### src/rtl/axis_arb_pkg.sv
// axis_arb_pkg: shared state and grant encodings for the packet arbiter
package axis_arb_pkg;
   typedef enum logic {ARB = 1'b0, BUSY = 1'b1} state_t;
   localparam logic [1:0] G_NONE = 2'b00;
   localparam logic [1:0] G_IN0 = 2'b01;
   localparam logic [1:0] G_IN1 = 2'b10;
endpackage

### src/rtl/pkt_stat_counter.sv
// pkt_stat_counter: wrapping packet counter with clear-dominant strobe
module pkt_stat_counter #(
   parameter int CW = 32
) (
   input  logic          clk,
   input  logic          reset,
   input  logic          clear,
   input  logic          inc,
   output logic [CW-1:0] count
);
   // clear wins over a same-cycle increment
   always_ff @(posedge clk)
      if (reset || clear) count <= '0;
      else if (inc) count <= count + 1'b1;
endmodule

### src/rtl/axis_packet_arbiter.sv
// axis_packet_arbiter: packet-atomic two-input AXI-Stream merge with per-input stats
module axis_packet_arbiter
   import axis_arb_pkg::*;
#(
   parameter int DW = 512,
   parameter bit ROUND_ROBIN = 1,
   parameter int CW = 32
) (
   input  logic            clk,
   input  logic            reset,
   input  logic            clear_counters,
   input  logic [DW-1:0]   AXIS_IN0_TDATA,
   input  logic [DW/8-1:0] AXIS_IN0_TKEEP,
   input  logic            AXIS_IN0_TUSER,
   input  logic            AXIS_IN0_TLAST,
   input  logic            AXIS_IN0_TVALID,
   output logic            AXIS_IN0_TREADY,
   input  logic [DW-1:0]   AXIS_IN1_TDATA,
   input  logic [DW/8-1:0] AXIS_IN1_TKEEP,
   input  logic            AXIS_IN1_TUSER,
   input  logic            AXIS_IN1_TLAST,
   input  logic            AXIS_IN1_TVALID,
   output logic            AXIS_IN1_TREADY,
   output logic [DW-1:0]   AXIS_OUT_TDATA,
   output logic [DW/8-1:0] AXIS_OUT_TKEEP,
   output logic            AXIS_OUT_TUSER,
   output logic            AXIS_OUT_TLAST,
   output logic            AXIS_OUT_TVALID,
   input  logic            AXIS_OUT_TREADY,
   output logic [1:0]      grant,
   output logic [CW-1:0]   in0_good,
   output logic [CW-1:0]   in1_good,
   output logic [CW-1:0]   in0_bad,
   output logic [CW-1:0]   in1_bad
);
   state_t     state, state_nx;
   logic [1:0] grant_nx;
   logic       rr_last, rr_last_nx;
   logic       sel1, busy, done;
   // state, grant and round-robin history; rr_last=1 lets input 0 win the first contest
   always_ff @(posedge clk)
      if (reset) begin
         state   <= ARB;
         grant   <= G_NONE;
         rr_last <= 1'b1;
      end else begin
         state   <= state_nx;
         grant   <= grant_nx;
         rr_last <= rr_last_nx;
      end
   // output mux of the granted input, ready steering, arbitration and packet-end detection
   always_comb begin
      sel1            = grant[1];
      busy            = state == BUSY;
      AXIS_OUT_TDATA  = sel1 ? AXIS_IN1_TDATA : AXIS_IN0_TDATA;
      AXIS_OUT_TKEEP  = sel1 ? AXIS_IN1_TKEEP : AXIS_IN0_TKEEP;
      AXIS_OUT_TUSER  = sel1 ? AXIS_IN1_TUSER : AXIS_IN0_TUSER;
      AXIS_OUT_TLAST  = sel1 ? AXIS_IN1_TLAST : AXIS_IN0_TLAST;
      AXIS_OUT_TVALID = busy & (sel1 ? AXIS_IN1_TVALID : AXIS_IN0_TVALID);
      AXIS_IN0_TREADY = busy & grant[0] & AXIS_OUT_TREADY;
      AXIS_IN1_TREADY = busy & grant[1] & AXIS_OUT_TREADY;
      done            = AXIS_OUT_TVALID & AXIS_OUT_TREADY & AXIS_OUT_TLAST;
      state_nx        = state;
      grant_nx        = grant;
      rr_last_nx      = rr_last;
      if (!busy && (AXIS_IN0_TVALID || AXIS_IN1_TVALID)) begin
         state_nx = BUSY;
         grant_nx = (AXIS_IN0_TVALID && AXIS_IN1_TVALID) ? ((ROUND_ROBIN && !rr_last) ? G_IN1 : G_IN0)
                                                         : (AXIS_IN0_TVALID ? G_IN0 : G_IN1);
      end else if (done) begin
         state_nx   = ARB;
         grant_nx   = G_NONE;
         rr_last_nx = sel1;
      end
   end
   pkt_stat_counter #(.CW(CW)) u_in0_good (.clk(clk), .reset(reset), .clear(clear_counters),
      .inc(done & ~sel1 & ~AXIS_OUT_TUSER), .count(in0_good));
   pkt_stat_counter #(.CW(CW)) u_in0_bad (.clk(clk), .reset(reset), .clear(clear_counters),
      .inc(done & ~sel1 & AXIS_OUT_TUSER), .count(in0_bad));
   pkt_stat_counter #(.CW(CW)) u_in1_good (.clk(clk), .reset(reset), .clear(clear_counters),
      .inc(done & sel1 & ~AXIS_OUT_TUSER), .count(in1_good));
   pkt_stat_counter #(.CW(CW)) u_in1_bad (.clk(clk), .reset(reset), .clear(clear_counters),
      .inc(done & sel1 & AXIS_OUT_TUSER), .count(in1_bad));
endmodule

### config.mk
export PLATFORM = sky130hd
export DESIGN_NAME = axis_packet_arbiter
export DESIGN_NICKNAME = d
export VERILOG_FILES = /design/src/rtl/axis_arb_pkg.sv /design/src/rtl/pkt_stat_counter.sv /design/src/rtl/axis_packet_arbiter.sv
export SDC_FILE = /design/constraint.sdc
export NUM_CORES = 1
export LEC_CHECK = 0
export CORE_AREA = 3 3 737 739
export CTS_CLUSTER_SIZE = 10
export DETAILED_ROUTE_END_ITERATION = 7
export DIE_AREA = 0 0 740 742
export MAX_ROUTING_LAYER = met4
export PLACE_DENSITY = 0.3
export SYNTH_ARGS = -nofsm -noshare
export SYNTH_HDL_FRONTEND = slang
export SYNTH_SLANG_ARGS = --single-unit
### constraint.sdc
create_clock -name clk -period 2.69 [get_ports clk]
set_input_delay 0.4035 -clock clk [delete_from_list [all_inputs] [get_ports clk]]
set_output_delay 0.4035 -clock clk [all_outputs]
set_load 0.01 [all_outputs]
Yosys cells after proc, flatten, opt, wreduce, memory -nomap -nowiden
Index checks and enable logic that the tools add are counted.

Bits of input ports: 1162. Flip-flop bits (word level): 132. Output and inout bits: 711. Logic and storage cells: 46.

$add $sub $neg: 4. Reduce and logical (&&, ||, !) cells: 7. Bitwise operators: 16. Mux-type cells: 12.

Operators with widths (count): 512-bit 2-to-1 mux (1); 32-bit by 1-bit adder with 32-bit output (second input constant) (4); 64-bit 2-to-1 mux (1); 1-bit bitwise AND (13); 2-bit 2-to-1 mux (5); 1-bit 2-to-1 mux (5); 1-bit inverter (3); 1-bit logical AND (2); 1-bit logical OR (2); 2-bit AND reduction (1); 2-bit nonzero test (1); 1-bit logical NOT (1).

Logic depth before layout (Yosys ltp)
Depth in word-level cells: 6. Gate-level depth with buffers: 8. Gate-level depth less buffers: 6.

Hierarchy
From an unflattened synthesis, not the netlist that was laid out.

Cell total of the unflattened synthesis: 1387. Area total of the unflattened synthesis: 13461.7 sq um.

Modules (own cells, without submodules): axis_packet_arbiter (cells each 675, area an instance 7195.7 sq um, times used 1, sequential area each 80.1 sq um); pkt_stat_counter (cells each 178, area an instance 1566.5 sq um, times used 4, sequential area each 640.6 sq um).

Worst setup path after synthesis
No wires, ideal clock.

Path kind: reg2out. From: register grant[1]. To: output port AXIS_OUT_TDATA[266]. Stages on the path, launching flop included: 6. Arrival: 1.699 ns. Required time: 2.287 ns. Slack: 0.588 ns. Path buffers: 4. Cells stage by stage: dfxtp_1 -> buf_6 -> buf_2 -> clkbuf_1 -> clkbuf_1 -> mux2_2.

Cells in the longest elaborated chain, start to end: 1.

RTL lines: start: declaration (RTL line axis_packet_arbiter.sv:30) `output logic [1:0] grant,`; start signal: assignment (RTL line axis_packet_arbiter.sv:48) `grant <= grant_nx;`; 512-bit 2-to-1 mux (RTL line axis_packet_arbiter.sv:55) `AXIS_OUT_TDATA = sel1 ? AXIS_IN1_TDATA : AXIS_IN0_TDATA;`; end: declaration (RTL line axis_packet_arbiter.sv:24) `output logic [DW-1:0] AXIS_OUT_TDATA,`.

No other way between the ends.

Worst setup path after layout
From: register grant[1]. To: output port AXIS_OUT_TDATA[226].

Same word-level chain as after synthesis.

==> results.py <==
metrics = {
    "outcome": {
        "outcome": "finished, violations left",
        "violations": "setup timing",
    },
    "global_route": {
        "grt_max_degree": 48,
        "grt_pass1_wl_um": 530000,
        "groute.usage.overall_pct": 17.3,
        "grt_pass1_vias": 21700,
        "antenna_found_initial": 565,
        "grt_overflow_total": 0,
    },
    "finish": {
        "final_cells": 11100,
        "syn_to_final_growth_pct": 254,
        "layout-drive-gt1-share_pct": 38.7,
        "final_nets": 4479,
    },
    "yosys": {
        "synthFlopType": "dfxtp_1",
        "yosysMostFrequentCell": "mux2_2",
        "netlist_instances": 1350,
        "synth_top_area_share_pct": 50.7,
        "yosysTopAreaCell": "mux2_2",
        "yosys_warnings": 0,
        "syn_area_per_cell_um2": 9.50,
        "synth_seq_cells": 132,
        "ys_seq_area_share_pct": 20.6,
        "synth_commonest_cells": "578 x mux2_2, 132 x dfxtp_1, 119 x nor2_1",
        "synth_edf_count": 0,
        "synthTopCellsByArea": "mux2_2 51%, dfxtp_1 21%, xor2_1 5.3%",
        "syn-num-nets": 2516,
        "yosys.cell_types.count": 42,
        "synthArstFlopShare_pct": 0,
        "synth_area_um2": 12800,
    },
    "floorplan": {
        "fp.dieW_um": 740,
        "io_pins": 1873,
        "coreArea_um2": 537000,
        "die_area_um2": 549000,
        "placementRows": 269,
        "die_y_um": 742,
        "start_util_pct": 2.39,
    },
    "hold_path": {
        "min_path_cells": 2,
        "hold_end": "u_in0_good.count[31]",
        "min_from": "u_in0_good.count[31]",
        "min_path_type": "reg2reg",
    },
    "route": {
        "vias": 22800,
        "wl_um": 482000,
        "via_per_inst": 2.06,
        "first_iter_violations": 1211,
        "drc_errors": 0,
        "first_pass_iters": 5,
        "postRouteAntennaNets": 0,
        "wire_per_inst_um": 43.6,
    },
    "critical_path": {
        "end_kind": "output pin",
        "critPathKind": "reg2out",
        "crit_fanout": 7,
        "slowest_delay_ns": 0.34,
        "cp_cell_sequence": "buf_12, buf_16, buf_12, buf_12, buf_16, buf_8, buf_6, mux2_4, buf_8",
        "start_kind": "flop",
        "cpMaxStageDelayCell": "dfxtp_4",
        "crit_arrival_ns": 2.35,
        "ff2ff_path_depth": 8,
        "cp.required_ns": 2.29,
        "regToRegEndpoint": "u_in0_good.count[21]",
        "r2r_slack_ns": 0.38,
        "r2r-start": "grant[1]",
        "cpMostUsedCell": "buf_12",
    },
    "timing": {
        "final_max_slew_viol_count": 0,
        "max_freq_mhz": 363,
        "fin_ws_ns": -0.0674,
        "tightestPinTransition_ns": 0.659,
        "skew_ns": 0.0259,
        "period_minus_slack_ns": 2.76,
        "timing.slew.headroom_pct": 55.7,
        "hold_violations": 0,
        "setup_tns_ns": -0.111,
        "setup_viol": 2,
        "fin_crit_sh_pct": 103,
        "rsz0062_at_grt": "true",
    },
    "clock_network": {
        "cts_buffers": 25,
        "clk_pin_slew_ns": 0.06,
        "clockRootBuffer": "clkbuf_16",
        "clock_path_buffers": 3,
        "cts_sinks": 132,
        "cts_max_level": 4,
        "cts_tree": "built",
        "insertion_delay_ns": 0.50,
    },
    "placement": {
        "gp_congestion": 1.09,
        "place_inst": 10400,
        "place_ws_ns": 0.0924,
        "io_buffers": 1872,
        "dp_hpwl_um": 462000,
    },
    "power_and_ir_drop": {
        "vdd_drop_max_v": 0.000264,
        "power_mw": 13.1,
        "leakage_nw": 14.3,
        "power_density_nw_per_um2": 289,
    },
    "job": {
        "max-cap-violations": 0,
    },
}
## worst max path at each step
| stage | from | endpoint | cells after the start |
|---|---|---|---|
| finish | grant[1] | AXIS_OUT_TDATA[226] | 9 |
| global route | grant[1] | AXIS_OUT_TDATA[226] | 9 |
| CTS | grant[1] | AXIS_OUT_TDATA[372] | 4 |
| detailed placement | AXIS_IN0_TUSER | u_in0_bad.count[12] | 8 |
| global placement | AXIS_IN1_TUSER | u_in1_good.count[31] | 6 |
| floorplan | grant[1] | AXIS_OUT_TDATA[266] | 5 |
## final cells by class
type | count | area (um^2)
Tap cell | 7181 | 8980
Clock buffer | 31 | 678
Sequential cell | 132 | 2650
Inverter | 11 | 41.3
Fill cell | 62400 | 491000
Clock inverter | 2 | 12.5
Multi-Input combinational cell | 1111 | 10100
Antenna cell | 561 | 1400
Timing Repair Buffer | 2032 | 21600
## logic make-up (layout without fill, tap and decap cells)
group           Yosys count  after routing  synth area share (%)
compound gates           43             43                  2.00
flops                   132            132                  20.6
xor+xnor                104            104                  7.10
buf+inv                 107           2076                  3.32
fa+ha+maj                 4              4                 0.390
simple gates            377            377                  15.5
mux                     583            583                  51.1
other cells               0            561                     0
## metal layers
metal	global-route usage, %	vias to the layer above	part of all wire (%)
met5	-	-	0
met4	3.43	0	2.5
met3	12.5	555	17
met2	25.4	2154	42
met1	19.0	10600	39
li1	-	9550	-
## stage by stage
stage | utilization (%) | instance area [um^2] | hold WS [ns]
after global routing | 8.46 | 45400 | 0.526
after floorplan | - | 12800 | 0.466
after detailed placement | 7.85 | 42200 | 0.498
final | 8.46 | 45400 | 0.498
after global placement | 7.85 | 42200 | 0.500
after CTS | 8.18 | 43900 | 0.506
## state kept, by name, indices dropped and copies added, names as in the netlist
name              count
rr_last               1
u_in0_good.count     32
busy                  1
u_in1_good.count     32
grant                 2
u_in1_bad.count      32
u_in0_bad.count      32
## critical path: cells and delay by family (launching register included)
family	cells	cell delay (ns)
DFF	1	0.34
buffers and inverters	8	1.15
muxes	1	0.30
## power breakdown
| group | switching, mW | internal [mW] |
|---|---|---|
| Clock | 1.04 | 1.74 |
| Sequential | 0.00774 | 1.96 |
| Combinational | 4.37 | 4.02 |
## layout by cell type (no fill, tap or decap), types with 10 or more instances in the layout
cell type / n
a21oi_1: 19
and3_1: 22
and4_1: 12
buf_12: 189
buf_16: 15
buf_2: 34
buf_4: 219
buf_6: 91
buf_8: 14
clkbuf_16: 31
clkbuf_2: 84
clkdlybuf4s50_1: 1301
dfxtp_1: 131
diode_2: 561
dlygate4sd2_1: 58
inv_1: 11
mux2_2: 504
mux2_4: 74
nand2_1: 51
nand3_1: 46
nand4_1: 55
nor2_1: 119
nor3_1: 14
nor4_1: 10
or3_1: 11
xnor2_1: 27
xor2_1: 77
## what timing repair did
action,CTS,global route
hold buffers,0,0
resized for setup,550,255
pin swaps,0,0
gates cloned,10,6
setup endpoints to repair,496,299
buffers inserted,44,18
Power figures use the tool's default switching activity.
